$ cat config.mk
export PLATFORM = sky130hd
export DESIGN_NAME = ysyx_22040210_ras_commit_flat
export DESIGN_NICKNAME = d
export VERILOG_FILES = /design/src/rtl/ysyx_22040210_ras_commit_if.sv /design/src/rtl/ysyx_22040210_ras_commit.sv /design/src/flat_wrapper.sv
export SDC_FILE = /design/constraint.sdc
export NUM_CORES = 2
export LEC_CHECK = 0
export CORE_UTILIZATION = 55
export CTS_CLUSTER_DIAMETER = 150
export CTS_CLUSTER_SIZE = 12
export DETAILED_ROUTE_END_ITERATION = 10
export DONT_BUFFER_PORTS = 1
export PLACE_DENSITY = 0.79
export SETUP_SLACK_MARGIN = 0.2
export SLEW_MARGIN = 20
export SYNTH_ARGS = -nofsm -noshare
export SYNTH_HDL_FRONTEND = slang
export SYNTH_SLANG_ARGS = --single-unit
$ cat constraint.sdc
create_clock -name clk -period 28.7 [get_ports clk]
set_input_delay 0 -clock clk [delete_from_list [all_inputs] [get_ports clk]]
set_output_delay 0 -clock clk [all_outputs]
set_load 0.1 [all_outputs]
$ cat src/rtl/ysyx_22040210_ras_commit_if.sv
// Commit-side RAS bus: committed call/return stream in, repair write port out.
// The master modport is the commit RAS; the slave modport is its environment
// (commit stage plus fetch-side RAS).
interface ysyx_22040210_ras_commit_if #(
   parameter int unsigned AW   = 4,
   parameter int unsigned XLEN = 64
);
   logic            commit_valid_i;
   logic [2:0]      commit_jumpop_i;
   logic [XLEN-1:0] commit_retaddr_i;
   logic            restore_req_i;
   logic            restore_wr_valid_o;
   logic            restore_wr_ready_i;
   logic [AW-1:0]   restore_wr_idx_o;
   logic [XLEN-1:0] restore_wr_data_o;
   logic [AW-1:0]   restore_ptr_o;
   logic            restore_done_o;
   logic            commit_stall_o;

   modport master (
      input  commit_valid_i,
      input  commit_jumpop_i,
      input  commit_retaddr_i,
      input  restore_req_i,
      input  restore_wr_ready_i,
      output restore_wr_valid_o,
      output restore_wr_idx_o,
      output restore_wr_data_o,
      output restore_ptr_o,
      output restore_done_o,
      output commit_stall_o
   );

   modport slave (
      output commit_valid_i,
      output commit_jumpop_i,
      output commit_retaddr_i,
      output restore_req_i,
      output restore_wr_ready_i,
      input  restore_wr_valid_o,
      input  restore_wr_idx_o,
      input  restore_wr_data_o,
      input  restore_ptr_o,
      input  restore_done_o,
      input  commit_stall_o
   );
endinterface

$ cat src/rtl/ysyx_22040210_ras_commit.sv
// Architectural return address stack, updated by committed calls/returns only.
// On a redirect it streams every entry, then the head pointer, to the
// fetch-side RAS so speculative corruption there is repaired.
// Optional macro YSYX_22040210_RAS_COMMIT_PERF_EN adds saturating
// overflow/underflow event counters.
module ysyx_22040210_ras_commit #(
   parameter int unsigned DEPTH           = 16,
   parameter int unsigned AW              = 4,
   parameter int unsigned XLEN            = 64,
   parameter logic [2:0]  BtbCallOp       = 3'd1,
   parameter logic [2:0]  BtbRetOp        = 3'd2,
   parameter logic [2:0]  BtbCallAndRetOp = 3'd3
) (
   input logic                           clk,
   input logic                           rst,
   ysyx_22040210_ras_commit_if.master    bus
`ifdef YSYX_22040210_RAS_COMMIT_PERF_EN
   ,
   output logic [31:0]                   perf_overflow_o,
   output logic [31:0]                   perf_underflow_o
`endif
);

   typedef enum logic [1:0] {StIdle, StCopy, StDone} state_e;

   state_e          state_q, state_d;
   logic [AW-1:0]   idx_q, idx_d;
   logic [AW-1:0]   head_q, head_d;
   logic [XLEN-1:0] mem_q [DEPTH];
   logic [XLEN-1:0] mem_d [DEPTH];
   logic            busy;
   logic            accept;
   logic            push;
   logic            pop;

   // Commits are frozen for the whole repair so the streamed image is consistent.
   assign busy   = (state_q != StIdle);
   assign accept = bus.commit_valid_i & ~busy;
   assign push   = accept & ((bus.commit_jumpop_i == BtbCallOp) |
                             (bus.commit_jumpop_i == BtbCallAndRetOp));
   assign pop    = accept & (bus.commit_jumpop_i == BtbRetOp);

   // Stack update: push writes at head then bumps it; pop only moves head back.
   always_comb begin
      mem_d  = mem_q;
      head_d = head_q;
      if (push) begin
         mem_d[head_q] = bus.commit_retaddr_i;
         head_d        = head_q + 1'b1;
      end else if (pop) begin
         head_d = head_q - 1'b1;
      end
   end

   // Stack storage and head pointer.
   always_ff @(posedge clk or posedge rst) begin
      if (rst) begin
         for (int unsigned i = 0; i < DEPTH; i++) begin
            mem_q[i] <= '0;
         end
         head_q <= '0;
      end else begin
         mem_q  <= mem_d;
         head_q <= head_d;
      end
   end

   // Repair FSM: next state and all repair-port outputs.
   always_comb begin
      state_d                = state_q;
      idx_d                  = idx_q;
      bus.restore_wr_valid_o = 1'b0;
      bus.restore_wr_idx_o   = '0;
      bus.restore_wr_data_o  = '0;
      bus.restore_ptr_o      = '0;
      bus.restore_done_o     = 1'b0;
      bus.commit_stall_o     = 1'b0;
      unique case (state_q)
         StIdle: begin
            if (bus.restore_req_i) begin
               state_d = StCopy;
               idx_d   = '0;
            end
         end
         StCopy: begin
            bus.commit_stall_o     = 1'b1;
            bus.restore_wr_valid_o = 1'b1;
            bus.restore_wr_idx_o   = idx_q;
            bus.restore_wr_data_o  = mem_q[idx_q];
            // A fresh request restarts the copy even if this beat is accepted.
            if (bus.restore_req_i) begin
               idx_d = '0;
            end else if (bus.restore_wr_ready_i) begin
               if (idx_q == AW'(DEPTH - 1)) begin
                  state_d = StDone;
                  idx_d   = '0;
               end else begin
                  idx_d = idx_q + 1'b1;
               end
            end
         end
         StDone: begin
            bus.commit_stall_o = 1'b1;
            bus.restore_done_o = 1'b1;
            bus.restore_ptr_o  = head_q;
            if (bus.restore_req_i) begin
               state_d = StCopy;
               idx_d   = '0;
            end else begin
               state_d = StIdle;
            end
         end
         default: begin
            state_d = StIdle;
            idx_d   = '0;
         end
      endcase
   end

   // FSM state and copy index.
   always_ff @(posedge clk or posedge rst) begin
      if (rst) begin
         state_q <= StIdle;
         idx_q   <= '0;
      end else begin
         state_q <= state_d;
         idx_q   <= idx_d;
      end
   end

`ifdef YSYX_22040210_RAS_COMMIT_PERF_EN
   logic [31:0] ovf_q, ovf_d;
   logic [31:0] unf_q, unf_d;

   // Saturating wrap-event counters; a restore leaves them untouched.
   always_comb begin
      ovf_d = ovf_q;
      unf_d = unf_q;
      if (push && (head_q == AW'(DEPTH - 1)) && (ovf_q != '1)) begin
         ovf_d = ovf_q + 32'd1;
      end
      if (pop && (head_q == '0) && (unf_q != '1)) begin
         unf_d = unf_q + 32'd1;
      end
   end

   // Counter registers.
   always_ff @(posedge clk or posedge rst) begin
      if (rst) begin
         ovf_q <= '0;
         unf_q <= '0;
      end else begin
         ovf_q <= ovf_d;
         unf_q <= unf_d;
      end
   end

   assign perf_overflow_o  = ovf_q;
   assign perf_underflow_o = unf_q;
`endif

endmodule

$ cat src/flat_wrapper.sv
// flat-port wrapper written by rule: the top's interface ports become plain ports
module ysyx_22040210_ras_commit_flat 
#(
   parameter int unsigned DEPTH           = 16,
   parameter int unsigned AW              = 4,
   parameter int unsigned XLEN            = 64,
   parameter logic [2:0]  BtbCallOp       = 3'd1,
   parameter logic [2:0]  BtbRetOp        = 3'd2,
   parameter logic [2:0]  BtbCallAndRetOp = 3'd3
)
  (clk, rst, bus_commit_valid_i, bus_commit_jumpop_i, bus_commit_retaddr_i, bus_restore_req_i, bus_restore_wr_ready_i, bus_restore_wr_valid_o, bus_restore_wr_idx_o, bus_restore_wr_data_o, bus_restore_ptr_o, bus_restore_done_o, bus_commit_stall_o);
  ysyx_22040210_ras_commit_if #(.AW(AW), .XLEN(XLEN)) bus_i ();
  input logic clk;
  input logic rst;
  input wire logic [$bits(bus_i.commit_valid_i)-1:0] bus_commit_valid_i;
  input wire logic [$bits(bus_i.commit_jumpop_i)-1:0] bus_commit_jumpop_i;
  input wire logic [$bits(bus_i.commit_retaddr_i)-1:0] bus_commit_retaddr_i;
  input wire logic [$bits(bus_i.restore_req_i)-1:0] bus_restore_req_i;
  input wire logic [$bits(bus_i.restore_wr_ready_i)-1:0] bus_restore_wr_ready_i;
  output wire logic [$bits(bus_i.restore_wr_valid_o)-1:0] bus_restore_wr_valid_o;
  output wire logic [$bits(bus_i.restore_wr_idx_o)-1:0] bus_restore_wr_idx_o;
  output wire logic [$bits(bus_i.restore_wr_data_o)-1:0] bus_restore_wr_data_o;
  output wire logic [$bits(bus_i.restore_ptr_o)-1:0] bus_restore_ptr_o;
  output wire logic [$bits(bus_i.restore_done_o)-1:0] bus_restore_done_o;
  output wire logic [$bits(bus_i.commit_stall_o)-1:0] bus_commit_stall_o;
  assign bus_i.commit_valid_i = bus_commit_valid_i;
  assign bus_i.commit_jumpop_i = bus_commit_jumpop_i;
  assign bus_i.commit_retaddr_i = bus_commit_retaddr_i;
  assign bus_i.restore_req_i = bus_restore_req_i;
  assign bus_i.restore_wr_ready_i = bus_restore_wr_ready_i;
  assign bus_restore_wr_valid_o = bus_i.restore_wr_valid_o;
  assign bus_restore_wr_idx_o = bus_i.restore_wr_idx_o;
  assign bus_restore_wr_data_o = bus_i.restore_wr_data_o;
  assign bus_restore_ptr_o = bus_i.restore_ptr_o;
  assign bus_restore_done_o = bus_i.restore_done_o;
  assign bus_commit_stall_o = bus_i.commit_stall_o;
  ysyx_22040210_ras_commit #(.DEPTH(DEPTH), .AW(AW), .XLEN(XLEN), .BtbCallOp(BtbCallOp), .BtbRetOp(BtbRetOp), .BtbCallAndRetOp(BtbCallAndRetOp)) u_core (.clk(clk), .rst(rst), .bus(bus_i));
endmodule
* After elaboration in Yosys (flattened, before gate mapping)
Index checks and enable logic that the tools add are counted.
** Word-level totals
- Register bits :: 1034
- Output and inout port bits :: 75
- Word-level logic and storage cells :: 77
** Operators by class
- Add/subtract/negate cells :: 3
- Order comparisons :: 3
- Eq/ne operators :: 12
- Mux-type cells :: 25
- Bitwise gates (word level) :: 7
- Reduce and logical (&&, ||, !) cells :: 8
** Operators by type and width (count)
- $bwmux W1024 :: 1
- $bmux W64 S4 :: 1
- $demux W64 S4 :: 1
- $mux W64 :: 4
- $mux W4 :: 8
- $ge A5 B5 Y1 const B :: 2
- $not A4 Y5 :: 2
- $add A4 B1 Y4 const B :: 2
- $mux W2 :: 4
- $pmux W4 S2 :: 1
- $eq A3 B2 Y1 const B :: 2
- $ne A2 B2 Y1 const B :: 3
- $pmux W2 S3 :: 1
- $lt A5 B1 Y1 const B :: 1
- $eq A4 B4 Y1 const B :: 1
- $mux W1 :: 4
- $ne A2 B1 Y1 const B :: 2
- $reduce_and A4 Y1 :: 1
- $reduce_bool A2 Y1 :: 2
- $reduce_or A2 Y1 :: 2
- $sub A4 B1 Y4 const B :: 1
- $and A1 B1 Y1 :: 3
- $eq A3 B1 Y1 const B :: 1
- $ne A3 B3 Y1 const B :: 1
- other kinds (7) :: 7

* Depth between registers and ports, before layout
- Depth after elaboration :: 6
- Depth in mapped cells :: 10
- Mapped depth without buffers :: 10

* Worst setup path after synthesis
OpenSTA, ideal clock, no wires.
- Kind :: register -> output
- Start point :: register u_core.state_q[1]
- End point :: output port bus_restore_wr_data_o[57]
- Data arrival time :: 4020 ps
- Setup slack :: 24680 ps
- Stages on the path, launching flop included :: 7
- Path buffers :: 2
- Cells stage by stage :: dfrtp_1 inv_1 ha_1 nand2b_1 buf_1 clkbuf_1 o21ai_0
** Between the ends
- Longest elaborated chain between the ends :: 2
** Ends and longest elaborated chain
- from (decl) :: RTL line ysyx_22040210_ras_commit.sv:26 : state_e state_q, state_d;
- from (signal assigned) :: RTL line ysyx_22040210_ras_commit.sv:123 : state_q <= StIdle;
- from (signal assigned) :: RTL line ysyx_22040210_ras_commit.sv:126 : state_q <= state_d;
- $eq A2 B1 Y1 :: RTL line ysyx_22040210_ras_commit.sv:78 : unique case (state_q)
- $mux W64 :: RTL line ysyx_22040210_ras_commit.sv:78
- to (decl) :: RTL line flat_wrapper.sv:22 : output wire logic [$bits(bus_i.restore_wr_data_o)-1:0] bus_restore_wr_data_o;
Every way passes these cells.

* Worst setup path after layout
- Start point :: register u_core.idx_q[0]
- End point :: output port bus_restore_wr_data_o[6]
** Between the ends
- Longest elaborated chain between the ends :: 5
** Ends and longest elaborated chain
- from (decl) :: RTL line ysyx_22040210_ras_commit.sv:27 : logic [AW-1:0] idx_q, idx_d;
- from (signal assigned) :: RTL line ysyx_22040210_ras_commit.sv:127 : idx_q <= idx_d;
- $not A4 Y5 (not written as such) :: RTL line ysyx_22040210_ras_commit.sv:89 : bus.restore_wr_data_o = mem_q[idx_q];
- $bmux W64 S4 :: RTL line ysyx_22040210_ras_commit.sv:89
- $mux W64 (not written as such) (2 in series) :: RTL line ysyx_22040210_ras_commit.sv:89
- $mux W64 :: RTL line ysyx_22040210_ras_commit.sv:78
Every way passes these cells. The select of a mux whose other input is x is not followed.

==> impl_results.md <==
* CTS clk-pin slew, worst paths at about 70 ps
* First-pass GRT wire length at 178000 um
* Dpl hpwl at around 60000 um
* Post-synth top area share at 0.548
* Max VDD drop at approximately 0.078 mV
* Pleak at approximately 23 nW
* Vias in the first global route at between 20000 and 30000
* # H-tree levels at 3
* Slew Limit Fails at 0
* Routed Antenna Nets at 0
* Critical path fanouts, max at 131
* GPL Wtd Cong at about 0.74
* Placed cell count at around 4300
* R2R depth at 10
* Layout area overhead at 9.54%
* Die H at 295 um
* Fraction of registers with async set/reset at 1.00
* Synth area leader: dfrtp_1
* Worst Hold Class: input port to async pin
* Number of flops mapped to enable cells by yosys at 0
* Synth Instances at about 3400
* Die W at ~290 um
* Clk buf depth at 3
* RSZ-0062 raised after global routing: no
* Setup Total Neg Slack at 0 ps
* Clk_lat worst skew at 660 ps
* Site Rows at 107
* Slew Limit Headroom at 0.202
* Fin Clk Skew at approximately 23 ps
* Placed cell areas at slightly below 0.05 mm^2
* Layout Nets at between 3000 and 4000
* WL final at ~120000 um
* DIE AREA at a little under 0.09 mm^2
* Synth top area cells: dfrtp_1 (55%), mux2_2 (24%), mux2i_1 (10%)
* Fin. Hold Viols at 0
* Worst Path Arrival at ~6300 ps
* Minimum clock period at between 6000 and 7000 ps
* Via count at between 20000 and 30000
* Total track usage at 0.268
* Setup crit end kind: output port
* CP required at about 29000 ps
* Cell Count, Final, Fillers Out at 4473
* Period utilization at 0.220
* Drt pass-1 iters at 8
* Largest net degree at the start of global routing at ~180
* Setup Viol. Count Final at 0
* Slew @ Worst Pin at 1200 ps
* Setup Crit Path Kind: register to output port
* Status: finished with violations
* Commonest cells post-synth: dfrtp_1 (1034), mux2_2 (1022), mux2i_1 (482)
* Cell Pwr Density at about 89 mW/mm^2
* IO Pins at between 100 and 150
* Register bit count reported by yosys at slightly above 1000
* Startpoint types: register
* CTS buffer count at between 90 and 100
* Syn_nets at 3452
* Post-synth top flop: dfrtp_1
* Routed WL per cell at between 20 and 30 um
* CTS tree: yes
* Cell Area, Synth at about 0.047 mm^2
* Max cap viols at 0
* R2R Path End: u_core.mem_q[239]
* Register-to-register setup slack at approximately 25000 ps
* Initial antenna violation count at 11
* Routed vias/inst at around 6.3
* Yosys warns at 0
* Core box area at about 0.085 mm^2
* Overall Power at roughly 4.6 mW
* Finished Cell Area at 0.0517 mm^2
* Layout cells sized above 1 at 0.391
* RR Startpoint: u_core.state_q[0]
* Remaining Overflow, GRT at 0
* Synth unique cells at 42
* TritonCTS Sinks at 1034
* Number of port buffers at 0
* Dominant cell by count in the synthesized netlist: dfrtp_1
* Sequential share of the synthesized area at 0.548
* CTS root buf: clkbuf_16
* Failing checks: design-rule violations
* Peak Freq at roughly 0.16 GHz
* Starting Density at 0.555
* 1st-iter DRT viols at ~2000
* Setup Buffers After CTS at 0
* Mapped Avg Cell Area at around 14 um^2
* Post-route DRC at 1
## routing by layer
layer  part of all wire  wire length [um]  track usage
met5            0.00056                65            0
met4              0.018              2050       0.0654
met3              0.047              5460       0.0454
met2               0.48             55900        0.433
met1               0.45             51900        0.377
## layout make-up
type | instances | area (um^2)
inverter | 8 | 35.0
fill | 6388 | 33300
tap | 1144 | 1430
antenna | 5 | 12.5
multi-input combinational | 2038 | 20600
clock buffer | 97 | 2410
timing repair buffer | 139 | 1270
clock inverter | 8 | 95.1
sequential | 1034 | 25900
## kinds of logic (layout without fill, tap and decap cells)
kind of cell             count (synthesis)  count (layout)  share of synthesized area
AO/OA/AOI/OAI                          330             330                     0.0486
buffers and inverters                  299             252                     0.0270
flip-flops                            1034            1034                      0.548
AND/OR/NAND/NOR                        171             171                     0.0181
other                                    0               5                          0
adder cells (fa/ha/maj)                  9               9                    0.00255
multiplexers                          1525            1525                      0.355
XOR/XNOR                                 3               3                   0.000557
## power breakdown
group | total, mW | internal [mW] | leakage (nW) | switching (mW)
registers | 2.27 | 1.99 | 14.0 | 0.279
logic | 1.19 | 0.612 | 8.14 | 0.581
clock network | 1.12 | 0.592 | 1.23 | 0.526
## registers in the layout, summed over array words and instances (netlist names)
register / flops
u_core.head_q: 4
u_core.state_q: 2
u_core.idx_q: 4
u_core.mem_q: 1024
## worst max-delay path, cell delays in order (launching register included)
cell and delay, ps:
dfrtp_4 780, buf_4 910, buf_12 720, buf_4 840, buf_4 800, mux2i_1 160, a22oi_1 220, nand2_1 90
o21ai_2 900
## stage by stage
step,worst slack (ps),util,hold slack [ps]
floorplan,14450,-,135
global placement,23090,0.568,141
detailed placement,23070,0.569,143
CTS,22350,0.607,60.7
global route,22070,0.608,107
finish,22370,0.608,60.8
## repair_timing
action	in CTS	in global routing
hold endpoints to repair	1090	0
resized for setup	0	0
hold buffers	74	0
## cells in the final DEF, fill, tap and decap left out, drive strengths merged, types with 3 or more instances in the layout
cell / n
mux4: 16
buf: 65
nand2: 76
nand3: 57
dfrtp: 1034
inv: 11
a221oi: 16
ha: 8
nand2b: 4
nor2: 11
clkinv: 4
a21oi: 3
mux2: 1027
a22oi: 224
nor2b: 6
clkbuf: 97
nor3: 3
mux2i: 482
o21ai: 78
o22ai: 4
and2: 8
dlygate4sd3: 74
diode: 5
## worst max path at each step
| stage | from | endpoint | slack, ps | depth (start not counted) |
|---|---|---|---|---|
| 5_1_grt | u_core.idx_q[0] | bus_restore_wr_data_o[4] | 22070 | 8 |
| 3_5_place_dp | u_core.idx_q[0] | bus_restore_wr_data_o[6] | 23070 | 8 |
| 2_1_floorplan | rst | u_core.head_q[0] | 14450 | 1 |
| 6_report | u_core.idx_q[0] | bus_restore_wr_data_o[6] | 22370 | 8 |
| 4_1_cts | u_core.idx_q[0] | bus_restore_wr_data_o[6] | 22350 | 8 |
| 3_3_place_gp | u_core.idx_q[0] | bus_restore_wr_data_o[6] | 23090 | 8 |
(Power assumes the default switching activity.)
